## src/rtl/counter_64_if.sv

```systemverilog
// ---------------------------------------------------------------------------
// counter_64_if
// Bundles the counter's enable input and its status outputs so the harness
// can hand a single port to the counter.
//   increment : count enable, sampled on the rising clock edge
//   count     : registered running count (WIDTH bits)
//   carry     : one-cycle pulse in the cycle following a wrap
//   overflow  : sticky wrap flag, cleared only by reset
// Modports:
//   master : harness side (drives increment, observes status)
//   slave  : counter side (observes increment, drives status)
// ---------------------------------------------------------------------------
interface counter_64_if #(
    parameter int unsigned WIDTH = 64
);
    logic             increment;
    logic [WIDTH-1:0] count;
    logic             carry;
    logic             overflow;

    modport master (
        output increment,
        input  count,
        input  carry,
        input  overflow
    );

    modport slave (
        input  increment,
        output count,
        output carry,
        output overflow
    );
endinterface

```

## src/rtl/counter_64.sv

```systemverilog
// ---------------------------------------------------------------------------
// counter_64
// Free-running event/cycle counter used to timestamp accelerator start/done.
// Adds STEP to the count on every enabled clock edge, wrapping modulo
// 2^WIDTH, and reports wraps through a one-cycle carry pulse and a sticky
// overflow flag so long runs cannot alias silently.
// Parameters:
//   WIDTH : counter width in bits, 2..64
//   STEP  : amount added per enabled cycle, unsigned, < 2^WIDTH
// Ports:
//   clk    : single clock, all state changes on its rising edge
//   rst    : asynchronous active-low reset
//   cnt_if : counter_64_if slave modport (increment in; count/carry/overflow out)
// ---------------------------------------------------------------------------
module counter_64 #(
    parameter int unsigned      WIDTH = 64,
    parameter logic [WIDTH-1:0] STEP  = WIDTH'(1)
) (
    input  logic        clk,
    input  logic        rst,
    counter_64_if.slave cnt_if
);

    logic [WIDTH-1:0] count_q;
    logic [WIDTH-1:0] count_d;
    logic             carry_q;
    logic             carry_d;
    logic             overflow_q;
    logic             overflow_d;

    // One extra bit on the adder: its MSB is the wrap indication.
    logic [WIDTH:0]   sum;

    assign sum = {1'b0, count_q} + {1'b0, STEP};

    always_comb begin
        count_d    = count_q;
        carry_d    = 1'b0;
        overflow_d = overflow_q;
        if (cnt_if.increment) begin
            count_d    = sum[WIDTH-1:0];
            carry_d    = sum[WIDTH];
            overflow_d = overflow_q | sum[WIDTH];
        end
    end

    always_ff @(posedge clk or negedge rst) begin
        if (!rst) begin
            count_q    <= '0;
            carry_q    <= 1'b0;
            overflow_q <= 1'b0;
        end else begin
            count_q    <= count_d;
            carry_q    <= carry_d;
            overflow_q <= overflow_d;
        end
    end

    // Outputs come straight from flops; no input-to-output combinational path.
    assign cnt_if.count    = count_q;
    assign cnt_if.carry    = carry_q;
    assign cnt_if.overflow = overflow_q;

endmodule

```

## src/flat_wrapper.sv

```systemverilog
// flat-port wrapper written by rule: the top's interface ports become plain ports
module counter_64_flat 
#(
    parameter int unsigned      WIDTH = 64,
    parameter logic [WIDTH-1:0] STEP  = WIDTH'(1)
)
  (clk, rst, cnt_if_increment, cnt_if_count, cnt_if_carry, cnt_if_overflow);
  counter_64_if #(.WIDTH(WIDTH)) cnt_if_i ();
  input  logic clk;
  input  logic rst;
  input wire logic [$bits(cnt_if_i.increment)-1:0] cnt_if_increment;
  output wire logic [$bits(cnt_if_i.count)-1:0] cnt_if_count;
  output wire logic [$bits(cnt_if_i.carry)-1:0] cnt_if_carry;
  output wire logic [$bits(cnt_if_i.overflow)-1:0] cnt_if_overflow;
  assign cnt_if_i.increment = cnt_if_increment;
  assign cnt_if_count = cnt_if_i.count;
  assign cnt_if_carry = cnt_if_i.carry;
  assign cnt_if_overflow = cnt_if_i.overflow;
  counter_64 #(.WIDTH(WIDTH), .STEP(STEP)) u_core (.clk(clk), .rst(rst), .cnt_if(cnt_if_i));
endmodule
```

## config.mk

```make
export PLATFORM = sky130hd
export DESIGN_NAME = counter_64_flat
export DESIGN_NICKNAME = d
export VERILOG_FILES = /design/src/rtl/counter_64_if.sv /design/src/rtl/counter_64.sv /design/src/flat_wrapper.sv
export SDC_FILE = /design/constraint.sdc
export NUM_CORES = 1
export LEC_CHECK = 0
export ABC_AREA = 1
export CORE_MARGIN = 1.5
export CORE_UTILIZATION = 45
export DETAILED_ROUTE_END_ITERATION = 7
export HOLD_SLACK_MARGIN = 0.02
export PLACE_DENSITY = 0.73
export RECOVER_POWER = 50
export SYNTH_ARGS = -nofsm -noshare
export SYNTH_HDL_FRONTEND = slang
export SYNTH_SLANG_ARGS = --single-unit
```

## constraint.sdc

```tcl
create_clock -name clk -period 3.7 [get_ports clk]
set_clock_uncertainty 0.2 [all_clocks]
set_input_delay 0.74 -clock clk [delete_from_list [all_inputs] [get_ports clk]]
set_output_delay 0.74 -clock clk [all_outputs]
set_load 0.01 [all_outputs]
```

==> results.md <==
- Status: finished with violations
- Failing checks: max-capacitance violations, max-slew violations
- Port buffer count: 68
- Hold WS: 0.265 ns
- Reg2Reg Depth: 8
- Register area: 0.00165 mm2
- Tightest Pin Transition: 1.64 ns
- Seq cells post-synth: 66
- I/O pins: 69
- Cell area after layout: 0.00487 mm2
- Worst rel slew slack: -9.64%
- Max Root-Sink Buffers: 2
- Post-Synthesis Cells: 534
- Layout cells sized above 1: 6.31%
- Number of global-route vias before repair: 3496
- Hold_buf cts: 0
- Synth warn: 0
- Setup CP Type: input port to flip-flop
- Synth area leaders: dfrtp_1 (43%), nand2_1 (17%), nor2_1 (10%)
- Hold WC Path Type: flip-flop to flip-flop
- Post-Place Cell Area: 0.00469 mm2
- Post-DR vias/cell: 5.11
- Setup Viol. Count Final: 0
- Total clock sinks: 66
- Hold Path Sink: u_core.cnt_if.overflow$_DFFE_PN0P_
- GRT overflow: 0
- Final non-filler cell total: 723
- Netlist cell types: 26
- Most common cell on crit path: nand2_1
- Worst hold start: u_core.cnt_if.overflow$_DFFE_PN0P_
- Pre-CTS WS: 0.702 ns
- CP Launch Type: input port
- First-pass DRT Iterations: 4
- CTS tree: built
- Die Footprint: 0.00919 mm2
- Syn nets: 538
- Drt initial violations: 249
- FF-to-FF setup slack: 1.52 ns
- Worst Path Required: 3.73 ns
- DIE HEIGHT: 95.9 um
- Critical path endpoint category: flip-flop
- Residual DRC count: 0
- Hold depth: 1
- Fillers: 831
- Total number of vias: 3695
- Avg Inst Size Synth: 7.27 um2
- H-tree depth: 3
- Wire per inst: 15.9 um
- Final core utilization: 58.6%
- Worst vdd ir: 0.261 mV
- Register area share after synthesis: 42.5%
- Core ar.: 0.00830 mm2
- Critical-path top delay cell: dlygate4sd3_1
- Slew Limit Fails: 67
- Gr usage total: 27.1%
- Num rows: 33
- Num CTS Buffers: 9
- WP data arrival: 2.90 ns
- Worst-path cell chain: dlygate4sd3_1 > nand2_1 > nor2_1 > nand2_1 > nor2_4 > inv_2 > nor2_2 > nand2_1 > nand2_1 > nand2_1
- Sum of negative setup slack: 0 ns
- Fmax: 349 MHz
- Synthesized cell area: 0.00388 mm2
- Largest net degree at the start of global routing: 67
- Area of the multi-input gates: 0.00200 mm2
- Clock Latency Late Sink: 0.35 ns
- Crit path largest cell delay: 0.85 ns
- # diodes: 0
- Pwr/cell area: 328 mW/mm2
- Area leader, netlist: dfrtp_1
- Tot Pwr: 1.60 mW
- Post-route ant nets: 0
- RePlAce Congestion: 0.967
- Crit path time final: 2.87 ns
- RSZ-0062 raised after global routing: no
- Die Wd: 95.9 um
- Initial Util: 46.8%
- Final hold vios: 0
- Placed Cells: 707
- First-pass GRT wire length: 18200 um
- RR Startpoint: u_core.cnt_if.count[0]$_DFFE_PN0P_
- Routed WL: 11500 um
- Top cell type's share of synthesized area: 42.5%
- Top Family by Delay on Critical Path: simple AND/OR/NAND/NOR gates
- Critical-path maximum fanout: 12
- Post-CTS Setup Bufs: 0
- Terminus of the critical flop-to-flop path: u_core.cnt_if.count[42]$_DFFE_PN0P_
- Buffers & Inverters on Critical Path: 2
- Final WS setup: 0.831 ns
- Clock Pin Slew Worst Setup and Hold Paths: 0.07 ns
- Final nets: 617
- Synthesis-to-finish area growth: 25.4%
- # resized after CTS: 0
- Dpl hpwl: 9140 um
- Leak pwr: 2.12 nW
- Max-Cap Viols: 1
- Final period utilization: 77.5%
- Root buffer cell: clkbuf_8
- Number of antenna violations at the first check in global routing: 0
[registers in the layout, indices dropped and copies added (netlist names)]
signal / count
u_core.cnt_if.count: 64
u_core.cnt_if.carry: 1
u_core.cnt_if.overflow: 1
[cell usage after synthesis (all sizes together)]
| cell type | instances |
|---|---|
| and2 | 3 |
| buf | 1 |
| clkinv | 1 |
| dfrtp | 66 |
| ha | 1 |
| inv | 53 |
| nand2 | 178 |
| nand3 | 26 |
| nand3b | 14 |
| nand4 | 8 |
| nor2 | 123 |
| nor3 | 7 |
| o21ai | 8 |
| or2 | 1 |
| xnor2 | 22 |
| xor2 | 22 |
[cell families (layout without fill, tap and decap cells)]
| family | after synthesis | in the layout | synth area share, % |
|---|---|---|---|
| flops | 66 | 66 | 42.5 |
| fa+ha+maj | 1 | 1 | 0.322 |
| simple gates | 360 | 360 | 40.8 |
| buf+inv | 55 | 139 | 5.41 |
| compound gates | 8 | 8 | 1.03 |
| xor+xnor | 44 | 44 | 9.93 |
[worst max-delay path by stage]
stage,start,endpoint,cells past startpoint
after CTS,cnt_if_increment,u_core.cnt_if.count[42]$_DFFE_PN0P_,8
after floorplan,cnt_if_increment,u_core.cnt_if.count[49]$_DFFE_PN0P_,9
final,cnt_if_increment,u_core.cnt_if.count[49]$_DFFE_PN0P_,10
after global placement,cnt_if_increment,u_core.cnt_if.count[42]$_DFFE_PN0P_,8
after detailed placement,cnt_if_increment,u_core.cnt_if.count[46]$_DFFE_PN0P_,10
after global routing,cnt_if_increment,u_core.cnt_if.count[42]$_DFFE_PN0P_,8
[layer usage]
metal | global-route usage, % | wire [um] | up-vias
met5 | 0 | 0 | -
met4 | 13.1 | 437 | 0
met3 | 4.42 | 732 | 38
met2 | 42.1 | 5080 | 159
met1 | 36.7 | 5250 | 1691
li1 | - | - | 1807
[worst reg2reg max path, cell delays in order (launching register included)]
cell     delay, ns
dfrtp_1       0.44
ha_1          0.20
nand2_1       0.08
nor2_1        0.26
nand2_1       0.19
nor2_2        0.22
nand2_1       0.16
nor2_1        0.21
xor2_1        0.16
[report_power, final]
| part | switching [mW] | leakage (nW) | internal, mW |
|---|---|---|---|
| clock network | 0.281 | 0.0986 | 0.347 |
| logic | 0.0909 | 1.11 | 0.0823 |
| registers | 0.0414 | 0.912 | 0.755 |
[cell usage in the layout (no fill, tap or decap), types with 4 or more instances in the layout]
| cell type | Yosys | layout |
|---|---|---|
| nor3_1 | 6 | 6 |
| inv_1 | 51 | 51 |
| nand3b_1 | 14 | 14 |
| clkdlybuf4s50_1 | 0 | 52 |
| dlygate4sd3_1 | 0 | 15 |
| nor2_1 | 105 | 109 |
| o21ai_1 | 4 | 4 |
| dfrtp_1 | 66 | 66 |
| nand4_1 | 7 | 7 |
| nor2_2 | 14 | 11 |
| xnor2_1 | 22 | 22 |
| clkbuf_8 | 0 | 11 |
| o21ai_0 | 4 | 4 |
| xor2_1 | 22 | 22 |
| nand3_1 | 25 | 25 |
| nand2_1 | 173 | 175 |
[layout make-up]
| class | instances | share of cell area [%] |
|---|---|---|
| tap | 105 | 2.70 |
| clock buffer | 12 | 3.19 |
| multi-input combinational | 413 | 41.0 |
| clock inverter | 4 | 1.03 |
| inverter | 54 | 4.16 |
| timing repair buffer | 69 | 14.0 |
| sequential | 66 | 33.9 |
Power figures use the tool's default switching activity.
